File: src/rtl/coin_acceptor.sv
// coin_acceptor: debounced quarter/dollar sensors, coin FIFO, spaced pulse replay.
// Define COIN_TALLY_EN to add the saturating tally_q/tally_d accepted-coin counters.
module coin_acceptor #(
    parameter int DEBOUNCE_CYC = 4,
    parameter int FIFO_DEPTH   = 4,
    parameter int PULSE_HI     = 2,
    parameter int PULSE_GAP    = 2
) (
    input  logic                        clk,
    input  logic                        rst_n,
    input  logic                        coin_q_raw,
    input  logic                        coin_d_raw,
    output logic                        coin1,
    output logic                        coin2,
    output logic                        reject,
    output logic                        busy,
`ifdef COIN_TALLY_EN
    output logic [7:0]                  tally_q,
    output logic [7:0]                  tally_d,
`endif
    output logic [$clog2(FIFO_DEPTH):0] fifo_level
);

    localparam int CW   = $clog2(DEBOUNCE_CYC + 1);
    localparam int AW   = $clog2(FIFO_DEPTH);
    localparam int LW   = AW + 1;
    localparam int PMAX = (PULSE_HI > PULSE_GAP) ? PULSE_HI : PULSE_GAP;
    localparam int PW   = $clog2(PMAX + 1);

    typedef enum logic [1:0] {
        IDLE = 2'd0,
        HIGH = 2'd1,
        GAP  = 2'd2
    } state_t;

    // ---------------------------------------------------------------
    // Input stage: bit 0 = quarter sensor, bit 1 = dollar sensor
    // ---------------------------------------------------------------
    logic [1:0]    raw;
    logic [1:0]    s1_q;
    logic [1:0]    s2_q;
    logic [1:0]    lvl_q;
    logic [1:0]    lvl_d;
    logic [1:0]    ev_q;
    logic [1:0]    ev_d;
    logic [CW-1:0] dbc_q [2];
    logic [CW-1:0] dbc_d [2];

    assign raw = {coin_d_raw, coin_q_raw};

    // Debounce: count cycles the synced value disagrees with the accepted level
    always_comb begin
        lvl_d = lvl_q;
        ev_d  = '0;
        for (int i = 0; i < 2; i++) begin
            dbc_d[i] = '0;
            if (s2_q[i] != lvl_q[i]) begin
                if (dbc_q[i] == CW'(DEBOUNCE_CYC - 1)) begin
                    lvl_d[i] = s2_q[i];
                    ev_d[i]  = s2_q[i];
                end else begin
                    dbc_d[i] = dbc_q[i] + CW'(1);
                end
            end
        end
    end

    // Two-flop synchronisers, debounced levels and registered coin events
    always_ff @(posedge clk or negedge rst_n) begin
        if (!rst_n) begin
            s1_q  <= '0;
            s2_q  <= '0;
            lvl_q <= '0;
            ev_q  <= '0;
            for (int i = 0; i < 2; i++) begin
                dbc_q[i] <= '0;
            end
        end else begin
            s1_q  <= raw;
            s2_q  <= s1_q;
            lvl_q <= lvl_d;
            ev_q  <= ev_d;
            for (int i = 0; i < 2; i++) begin
                dbc_q[i] <= dbc_d[i];
            end
        end
    end

    // ---------------------------------------------------------------
    // Coin FIFO: 1-bit entries, 0 = quarter, 1 = dollar
    // ---------------------------------------------------------------
    logic [FIFO_DEPTH-1:0] mem_q;
    logic [FIFO_DEPTH-1:0] mem_d;
    logic [LW-1:0]         wptr_q;
    logic [LW-1:0]         wptr_d;
    logic [LW-1:0]         wptr2;
    logic [LW-1:0]         rptr_q;
    logic [LW-1:0]         rptr_d;
    logic [LW-1:0]         level;
    logic [LW-1:0]         occ;
    logic [LW-1:0]         free;
    logic                  pop;
    logic                  acc_q;
    logic                  acc_d;
    logic                  drop;
    logic                  reject_q;

    assign level = wptr_q - rptr_q;

    // Push up to two events, quarter first; a same-cycle pop frees a slot
    always_comb begin
        occ   = level - LW'(pop);
        free  = LW'(FIFO_DEPTH) - occ;
        acc_q = ev_q[0] && (free != '0);
        acc_d = ev_q[1] && (free > (acc_q ? LW'(1) : LW'(0)));
        drop  = (ev_q[0] && !acc_q) || (ev_q[1] && !acc_d);
        wptr2 = wptr_q + LW'(acc_q);
        mem_d = mem_q;
        if (acc_q) begin
            mem_d[wptr_q[AW-1:0]] = 1'b0;
        end
        if (acc_d) begin
            mem_d[wptr2[AW-1:0]] = 1'b1;
        end
        wptr_d = wptr2 + LW'(acc_d);
        rptr_d = rptr_q + LW'(pop);
    end

    // FIFO storage, pointers and the one-cycle reject flag
    always_ff @(posedge clk or negedge rst_n) begin
        if (!rst_n) begin
            mem_q    <= '0;
            wptr_q   <= '0;
            rptr_q   <= '0;
            reject_q <= 1'b0;
        end else begin
            mem_q    <= mem_d;
            wptr_q   <= wptr_d;
            rptr_q   <= rptr_d;
            reject_q <= drop;
        end
    end

    // ---------------------------------------------------------------
    // Output pulse FSM
    // ---------------------------------------------------------------
    state_t        state_q;
    state_t        state_d;
    logic [PW-1:0] pcnt_q;
    logic [PW-1:0] pcnt_d;
    logic          typ_q;
    logic          typ_d;

    // Next state: pop in IDLE, hold HIGH then GAP for their cycle counts
    always_comb begin
        state_d = state_q;
        pcnt_d  = pcnt_q;
        typ_d   = typ_q;
        pop     = 1'b0;
        unique case (state_q)
            IDLE: begin
                if (level != '0) begin
                    pop     = 1'b1;
                    typ_d   = mem_q[rptr_q[AW-1:0]];
                    pcnt_d  = '0;
                    state_d = HIGH;
                end
            end
            HIGH: begin
                if (pcnt_q == PW'(PULSE_HI - 1)) begin
                    pcnt_d  = '0;
                    state_d = GAP;
                end else begin
                    pcnt_d = pcnt_q + PW'(1);
                end
            end
            GAP: begin
                if (pcnt_q == PW'(PULSE_GAP - 1)) begin
                    pcnt_d  = '0;
                    state_d = IDLE;
                end else begin
                    pcnt_d = pcnt_q + PW'(1);
                end
            end
            default: begin
                state_d = IDLE;
                pcnt_d  = '0;
            end
        endcase
    end

    // FSM state, phase counter and latched coin type
    always_ff @(posedge clk or negedge rst_n) begin
        if (!rst_n) begin
            state_q <= IDLE;
            pcnt_q  <= '0;
            typ_q   <= 1'b0;
        end else begin
            state_q <= state_d;
            pcnt_q  <= pcnt_d;
            typ_q   <= typ_d;
        end
    end

    assign coin1      = (state_q == HIGH) && !typ_q;
    assign coin2      = (state_q == HIGH) && typ_q;
    assign reject     = reject_q;
    assign busy       = (level != '0) || (state_q != IDLE);
    assign fifo_level = level;

`ifdef COIN_TALLY_EN
    logic [7:0] tq_q;
    logic [7:0] td_q;

    // Saturating counts of coins actually accepted into the FIFO
    always_ff @(posedge clk or negedge rst_n) begin
        if (!rst_n) begin
            tq_q <= '0;
            td_q <= '0;
        end else begin
            if (acc_q && (tq_q != 8'hFF)) begin
                tq_q <= tq_q + 8'd1;
            end
            if (acc_d && (td_q != 8'hFF)) begin
                td_q <= td_q + 8'd1;
            end
        end
    end

    assign tally_q = tq_q;
    assign tally_d = td_q;
`endif

endmodule

File: config.mk
export PLATFORM = sky130hd
export DESIGN_NAME = coin_acceptor
export DESIGN_NICKNAME = d
export VERILOG_FILES = /design/src/rtl/coin_acceptor.sv
export SDC_FILE = /design/constraint.sdc
export NUM_CORES = 1
export LEC_CHECK = 0
export ABC_AREA = 1
export BUFFER_PORTS_ARGS = -buffer_cell sky130_fd_sc_hd__buf_4
export CAP_MARGIN = 10
export CORE_MARGIN = 5
export CORE_UTILIZATION = 60
export CTS_CLUSTER_DIAMETER = 120
export CTS_CLUSTER_SIZE = 28
export DETAILED_ROUTE_END_ITERATION = 8
export GPL_TIMING_DRIVEN = 0
export HOLD_SLACK_MARGIN = 0.08
export PLACE_DENSITY = 0.88
export SYNTH_ARGS = -nofsm -noshare
export SYNTH_HDL_FRONTEND = slang
export SYNTH_SLANG_ARGS = --single-unit
File: constraint.sdc
create_clock -name clk -period 7.65 [get_ports clk]
set_input_delay 1.53 -clock clk [delete_from_list [all_inputs] [get_ports clk]]
set_output_delay 1.53 -clock clk [all_outputs]
set_load 0.005 [all_outputs]
==> results of run 1 <==
## area by class of cell
cell class	instances	area share
Clock buffer	6	0.02965
Multi-Input combinational cell	106	0.3991
Tap cell	30	0.02169
Inverter	30	0.06508
Clock inverter	2	0.007231
Sequential cell	30	0.4338
Timing Repair Buffer	10	0.04338
## power breakdown
part	switching (uW)	internal, uW	leakage (uW)
Clock	54.8	44.1	0.0000343
Combinational	273	187	0.000543
Sequential	40.7	209	0.000385
Total	368	440	0.000962
## placed cells by master, fill, tap and decap left out, types with 2 or more instances in the layout
cell type | netlist | final
xor2_1 | 2 | 2
nand4_1 | 4 | 4
a21oi_1 | 3 | 3
nand3_2 | 4 | 4
nand2_4 | 2 | 2
clkbuf_4 | 0 | 5
o22ai_1 | 2 | 2
nor3_1 | 4 | 4
nor2_1 | 17 | 17
dfrtp_1 | 30 | 30
buf_4 | 0 | 10
nand3_1 | 6 | 6
nand2_1 | 34 | 34
inv_1 | 29 | 29
xnor2_1 | 3 | 3
nand2_2 | 3 | 3
ha_1 | 17 | 17
## critical path, cell delays in order, from the launching register on
cell and delay (ns):
dfrtp_1 0.43, inv_1 0.08, ha_1 0.22, fa_1 0.43, inv_1 0.10, nand2_1 0.08, nand2_1 0.09, nand2_2 0.08
nand2_4 0.08, nand2_1 0.08, nand2_2 0.11, ha_1 0.15, inv_1 0.04, ha_1 0.28, nor2_1 0.13, nand3_2 0.13
nand2_1 0.08, inv_1 0.06, ha_1 0.27, nor2_1 0.05, nor2_1 0.10, nand3_2 0.15, nand2_1 0.10, inv_1 0.04
ha_1 0.19, ha_1 0.19, xnor2_1 0.16, xor2_1 0.16
## flip-flops by register name (all words and copies together), names as in the netlist, 2 cells and up
register	count
dbc_q	6
mem_q	4
rptr_q	3
wptr_q	3
ev_q	2
lvl_q	2
pcnt_q	2
s1_q	2
s2_q	2
state_q	2
## logic make-up (layout without fill, tap and decap cells)
| logic type | count (synthesis) | after routing |
|---|---|---|
| adders and majority gates | 18 | 18 |
| xor gates and xnor gates | 5 | 5 |
| buffers and inverters | 30 | 48 |
| and+or+nand+nor | 75 | 75 |
| DFF | 30 | 30 |
| AOI/OAI and AO/OA | 8 | 8 |
## cell usage after synthesis
cell,number
nand2_2,3
ha_1,17
nand2_4,2
o32ai_1,1
nor3_1,4
xnor2_1,3
nand2_1,34
nand3_4,1
inv_2,1
o21ai_0,1
fa_1,1
inv_1,29
nor2_1,17
nand3_1,6
dfrtp_1,30
xor2_1,2
nand4_1,4
a21oi_1,3
o22ai_1,2
a21boi_0,1
nand3_2,4
## final timing paths
kind | cells past startpoint | slack [ns] | end
setup / recovery | 27 | 3.50 | wptr_q[2]$_DFF_PN0_
setup reg to reg | 27 | 3.50 | wptr_q[2]$_DFF_PN0_
hold reg to reg | 0 | 0.37 | s2_q[0]$_DFF_PN0_
min in group asynchronous | 1 | 1.11 | rptr_q[0]$_DFF_PN0_
max in group asynchronous | 1 | 6.27 | dbc_q[1]$_DFF_PN0_
hold / removal | 0 | 0.37 | s2_q[0]$_DFF_PN0_
## metrics by stage
step / utilization / std cells / worst slack [ns] / cell area, um^2
2_1_floorplan: - / 166 / 3.924 / 1554
3_3_place_gp: 0.6727 / 206 / 3.726 / 1667
3_5_place_dp: 0.6727 / 206 / 3.526 / 1667
4_1_cts: 0.6985 / 214 / 3.489 / 1730
5_1_grt: 0.6985 / 214 / 3.052 / 1730
6_report: 0.6985 / 214 / 3.496 / 1730
## routing by layer
layer | up-vias | GRT usage
met5 | - | 0
met4 | 0 | 0.04644
met3 | 5 | 0.04468
met2 | 17 | 0.3191
met1 | 527 | 0.2014
li1 | 554 | -
==> impl_metrics.json, run 1 <==
{
  "antenna_found_initial": 0,
  "die_w_um": 60.89,
  "clock_sinks": 30,
  "slew_viol_final": 0,
  "yosys-top-cells-area": "dfrtp_1 48%, ha_1 14%, nand2_1 8.2%",
  "diodes": 0,
  "multi_input_area_um2": 690.7,
  "cts_resized": 0,
  "netlist_area_um2": 1554,
  "grt_pass1_vias": 1160,
  "grt_remaining_overflow": 0,
  "post-route-drc-count": 0,
  "ys_types": 21,
  "core-area_um2": 2477,
  "track_usage": 0.1744,
  "crit_arrival_ns": 4.40,
  "die-area_um2": 3708,
  "crit_fanout": 6,
  "hold_start": "s1_q[0]$_DFF_PN0_",
  "layout-drive-gt1-share": 0.1576,
  "wl_met2_mm": 1.426,
  "syn_nets": 188,
  "area_growth_pct": 11.35,
  "seq_area_um2": 750.7,
  "yosys.area.top_type": "dfrtp_1",
  "yosys.area_share.xor_xnor": 0.02818,
  "clk_latency_ns": 0.33,
  "routed_via_density": 5.154,
  "drt_iter0_drc": 37,
  "status": "finished clean",
  "fin_setup_tns_ns": 0,
  "cts_tree": "done",
  "routedWlPerCell_um": 12.45,
  "fin_worst_skew_ns": 0.01071,
  "ys_ff_latch": 30,
  "wl_met1_mm": 1.089,
  "total_power_uw": 808.3,
  "die_h_um": 60.89,
  "dp_hpwl_mm": 2.070,
  "clockBufferDepth": 2,
  "grt_pass1_wl_mm": 4.774,
  "r2r_start": "wptr_q[0]$_DFF_PN0_",
  "gp_congestion": 0.8387,
  "max_freq_ghz": 0.2408,
  "grt_max_degree": 31,
  "avgSynthCellArea_um2": 9.361,
  "tightest_slew_ns": 0.3685,
  "startpoint": "wptr_q[0]$_DFF_PN0_",
  "crit_required_ns": 7.90,
  "root_buffer": "clkbuf_4",
  "hold_class": "register to register",
  "synth_mux_area_frac": 0,
  "fillCellCount": 190,
  "ys_seq_area_frac": 0.4831,
  "netlist.area_leader.share": 0.4831,
  "yosys.area_share.simple": 0.2351,
  "via_count": 1103,
  "cts_setup_buffers": 0,
  "finalCritPeriodShare": 0.5430,
  "io_pins": 11,
  "ir_worst_vdd_uv": 332.0,
  "start_util": 0.6273,
  "hold_viol": 0,
  "wl_met3_um": 116,
  "p_per_area_nw_per_um2": 467.1,
  "startpoint_type": "register",
  "synth_top_family_by_area": "simple AND/OR/NAND/NOR gates",
  "io_buffers": 10,
  "rsz0062_at_grt": "false",
  "ys_warn_count": 0,
  "finalNetCount": 205,
  "synthAdderAreaFrac": 0.1498,
  "synth_compound_area_frac": 0.03140,
  "p_leak_uw": 0.0009623,
  "critPathKind": "register to register",
  "firstDrtPassIters": 4,
  "drtAntennaViolNets": 0,
  "hold_ws_ns": 0.3653,
  "relSlewSlack": 0.7543,
  "end_kind": "register",
  "synth_cells": 166,
  "finalSetupViolCount": 0,
  "cap_violations": 0,
  "clk_pin_slew_ns": 0.09,
  "final.min_clock_period_ns": 4.154,
  "numCtsBuffers": 5,
  "num_rows": 18,
  "cts-hold-fix-buffers": 0,
  "route.top_layer_used": "met4",
  "htree_levels": 2,
  "routed_wirelength_mm": 2.664
}
Note: power is estimated with default switching activity, not from simulation.
==> run 2, diff against run 1 <==
==> config.mk (replaced) <==
export PLATFORM = sky130hd
export DESIGN_NAME = coin_acceptor
export DESIGN_NICKNAME = d
export VERILOG_FILES = /design/src/rtl/coin_acceptor.sv
export SDC_FILE = /design/constraint.sdc
export NUM_CORES = 1
export LEC_CHECK = 0
export ABC_AREA = 0
export BUFFER_PORTS_ARGS = -buffer_cell sky130_fd_sc_hd__buf_4
export CAP_MARGIN = 10
export CORE_MARGIN = 5
export CORE_UTILIZATION = 52
export CTS_CLUSTER_DIAMETER = 120
export CTS_CLUSTER_SIZE = 28
export DETAILED_ROUTE_END_ITERATION = 8
export GPL_TIMING_DRIVEN = 0
export HOLD_SLACK_MARGIN = 0.08
export PLACE_DENSITY = 0.82
export SYNTH_ARGS = -nofsm -noshare
export SYNTH_HDL_FRONTEND = slang
export SYNTH_SLANG_ARGS = --single-unit
==> constraint.sdc (replaced) <==
create_clock -name clk -period 3.5 [get_ports clk]
set_input_delay 0.7 -clock clk [delete_from_list [all_inputs] [get_ports clk]]
set_output_delay 0.7 -clock clk [all_outputs]
set_load 0.005 [all_outputs]
==> impl_metrics.json, run 2 <==
{
  "status": "finished clean",
  "largest_register_ffs": 6,
  "finalCritPeriodShare": 0.9886,
  "num_rows": 19,
  "yosysMostFrequentCell": "dfrtp_1",
  "clock_sinks": 30,
  "crit_fanout": 2,
  "drtAntennaViolNets": 0,
  "post-route-drc-count": 0,
  "synth_cells": 115,
  "numCtsBuffers": 5,
  "crit_arrival_ns": 3.68,
  "ys_ff_latch": 30,
  "critPathKind": "register to register",
  "die_w_um": 63.33,
  "final.min_clock_period_ns": 3.460,
  "regMostFlops": "dbc_q",
  "cap_violations": 0,
  "layout_common_cells": "30 x dfrtp_1, 20 x buf_4, 12 x ha_1",
  "cp_cell_sequence": "inv_2 > ha_4 > fa_2 > inv_2 > o31ai_4 > ha_2 > inv_2 > ha_4 > xor2_4 > a21boi_2 > ha_1 > o21bai_1 > o21ai_2 > inv_2 > ha_4 > ha_4 > xnor2_2 > xnor2_1",
  "end_kind": "register",
  "cp_num_buf_inv": 4,
  "root_buffer": "clkbuf_4",
  "grt_pass1_wl_mm": 5.009,
  "startpoint_type": "register",
  "grt_pass1_vias": 1091,
  "async_flop_share": 1.000,
  "clockBufferDepth": 2,
  "max_freq_ghz": 0.2890,
  "hold_class": "input pin to async pin",
  "layout-drive-gt1-share": 0.3846,
  "clk_latency_ns": 0.33,
  "track_usage": 0.1624,
  "top_regs": "dbc_q (6), mem_q (4)",
  "netlist.area_leader.share": 0.5076,
  "ys_types": 31,
  "clk_pin_slew_ns": 0.10,
  "core-area_um2": 2734,
  "yosys-top-cells-area": "dfrtp_1 51%, ha_1 14%, inv_1 3.8%",
  "ys_seq_area_frac": 0.5076,
  "synth_edf_count": 0,
  "syn_nets": 137,
  "netlist_area_um2": 1479,
  "finalSetupViolCount": 0,
  "start_util": 0.5410,
  "area_growth_pct": 27.58,
  "ys_warn_count": 0,
  "firstDrtPassIters": 4,
  "routedWlPerCell_um": 16.51,
  "final_common_cell": "dfrtp_1",
  "cts-hold-fix-buffers": 0,
  "diodes": 0,
  "cts_tree": "done",
  "fin_setup_tns_ns": 0,
  "slew_viol_final": 0,
  "fin_worst_skew_ns": 0.01304,
  "hold_viol": 0,
  "drt_iter0_drc": 49,
  "antenna_found_initial": 0,
  "critical_path.max_stage_delay_ns": 0.59,
  "synth_common_cells": "30 x dfrtp_1, 17 x ha_1, 15 x inv_1",
  "grt_remaining_overflow": 0,
  "ys.flop_type": "dfrtp_1",
  "die-area_um2": 4011,
  "crit_slowest_cell": "fa_2",
  "grt_max_degree": 31,
  "die_h_um": 63.33,
  "avgSynthCellArea_um2": 12.86,
  "yosys.area.top_type": "dfrtp_1",
  "crit_required_ns": 3.72,
  "critPathTopFamily": "adder cells",
  "routed_wirelength_mm": 2.872,
  "via_count": 979,
  "dp_hpwl_mm": 1.903,
  "relSlewSlack": 0.7575,
  "gp_congestion": 0.8549,
  "rsz0062_at_grt": "true",
  "io_pins": 11,
  "tightest_slew_ns": 0.3637,
  "io_buffers": 10,
  "finalNetCount": 164,
  "routed_via_density": 5.626,
  "htree_levels": 2
}
## run 2: final timing paths
kind	from	end	slack, ns	cells after the start
worst max register to register	wptr_q[0]$_DFF_PN0_	wptr_q[2]$_DFF_PN0_	0.04	18
max in group asynchronous	rst_n	dbc_q[5]$_DFF_PN0_	2.95	1
worst min register to register	s1_q[0]$_DFF_PN0_	s2_q[0]$_DFF_PN0_	0.37	0
min in group clk	s1_q[0]$_DFF_PN0_	s2_q[0]$_DFF_PN0_	0.37	0
worst max-delay path	wptr_q[0]$_DFF_PN0_	wptr_q[2]$_DFF_PN0_	0.04	18
worst min-delay path	rst_n	pcnt_q[0]$_DFFE_PN0P_	0.27	1
## run 2: kinds of logic after synthesis
group	synth area share
muxes	0.06006
DFF	0.5076
buffers and inverters	0.04060
and+or+nand+nor	0.08122
xor gates and xnor gates	0.06261
AOI/OAI and AO/OA	0.09053
adders and majority gates	0.1574
## run 2: metal layers
layer	GRT usage	routed length, um
met5	0	0
met4	0.07273	78
met3	0.05506	137
met2	0.2805	1613
met1	0.1780	1043
## run 2: through the flow
stage | cells | hold slack (ns) | cell area (um^2) | worst slack, ns | util
6_report | 174 | 0.2711 | 1887 | 0.04005 | 0.6902
5_1_grt | 174 | 0.2661 | 1887 | -0.09792 | 0.6902
4_1_cts | 172 | 0.2757 | 1849 | 0.01188 | 0.6764
3_5_place_dp | 156 | 0.3524 | 1678 | -0.3103 | 0.6137
3_3_place_gp | 156 | 0.3365 | 1678 | -0.1766 | 0.6137
2_1_floorplan | 115 | 0.3312 | 1564 | -0.005101 | -
## run 2: final cells by class
type	instances	area, um^2
clock buffers	6	51.30
fillers	194	847.1
multi-input cells	69	775.7
well taps	31	38.79
inverters	16	60.06
clock inverters	2	60.06
repair buffers	20	150.1
flip-flops and latches	30	750.7
## run 2: what timing repair did
action,4_1_cts,5_1_grt
gates resized for setup,1,3
pin swaps,5,0
endpoints found under the setup margin,3,4
gates cloned,0,0
buffers inserted,8,2
hold endpoints to repair,0,0
## run 2: worst reg2reg max path: stages, from the launching register on
cell and delay [ns]:
dfrtp_1 0.40, inv_2 0.08, ha_4 0.17, fa_2 0.59
inv_2 0.06, o31ai_4 0.23, ha_2 0.21, inv_2 0.04
ha_4 0.17, xor2_4 0.16, a21boi_2 0.08, ha_1 0.30
o21bai_1 0.08, o21ai_2 0.16, inv_2 0.07, ha_4 0.17
ha_4 0.15, xnor2_2 0.12, xnor2_1 0.12
Power of run 2 is left out: the tool's default activity adds up to more than one toggle a clock period on the data nets, which glitch-free logic cannot reach.
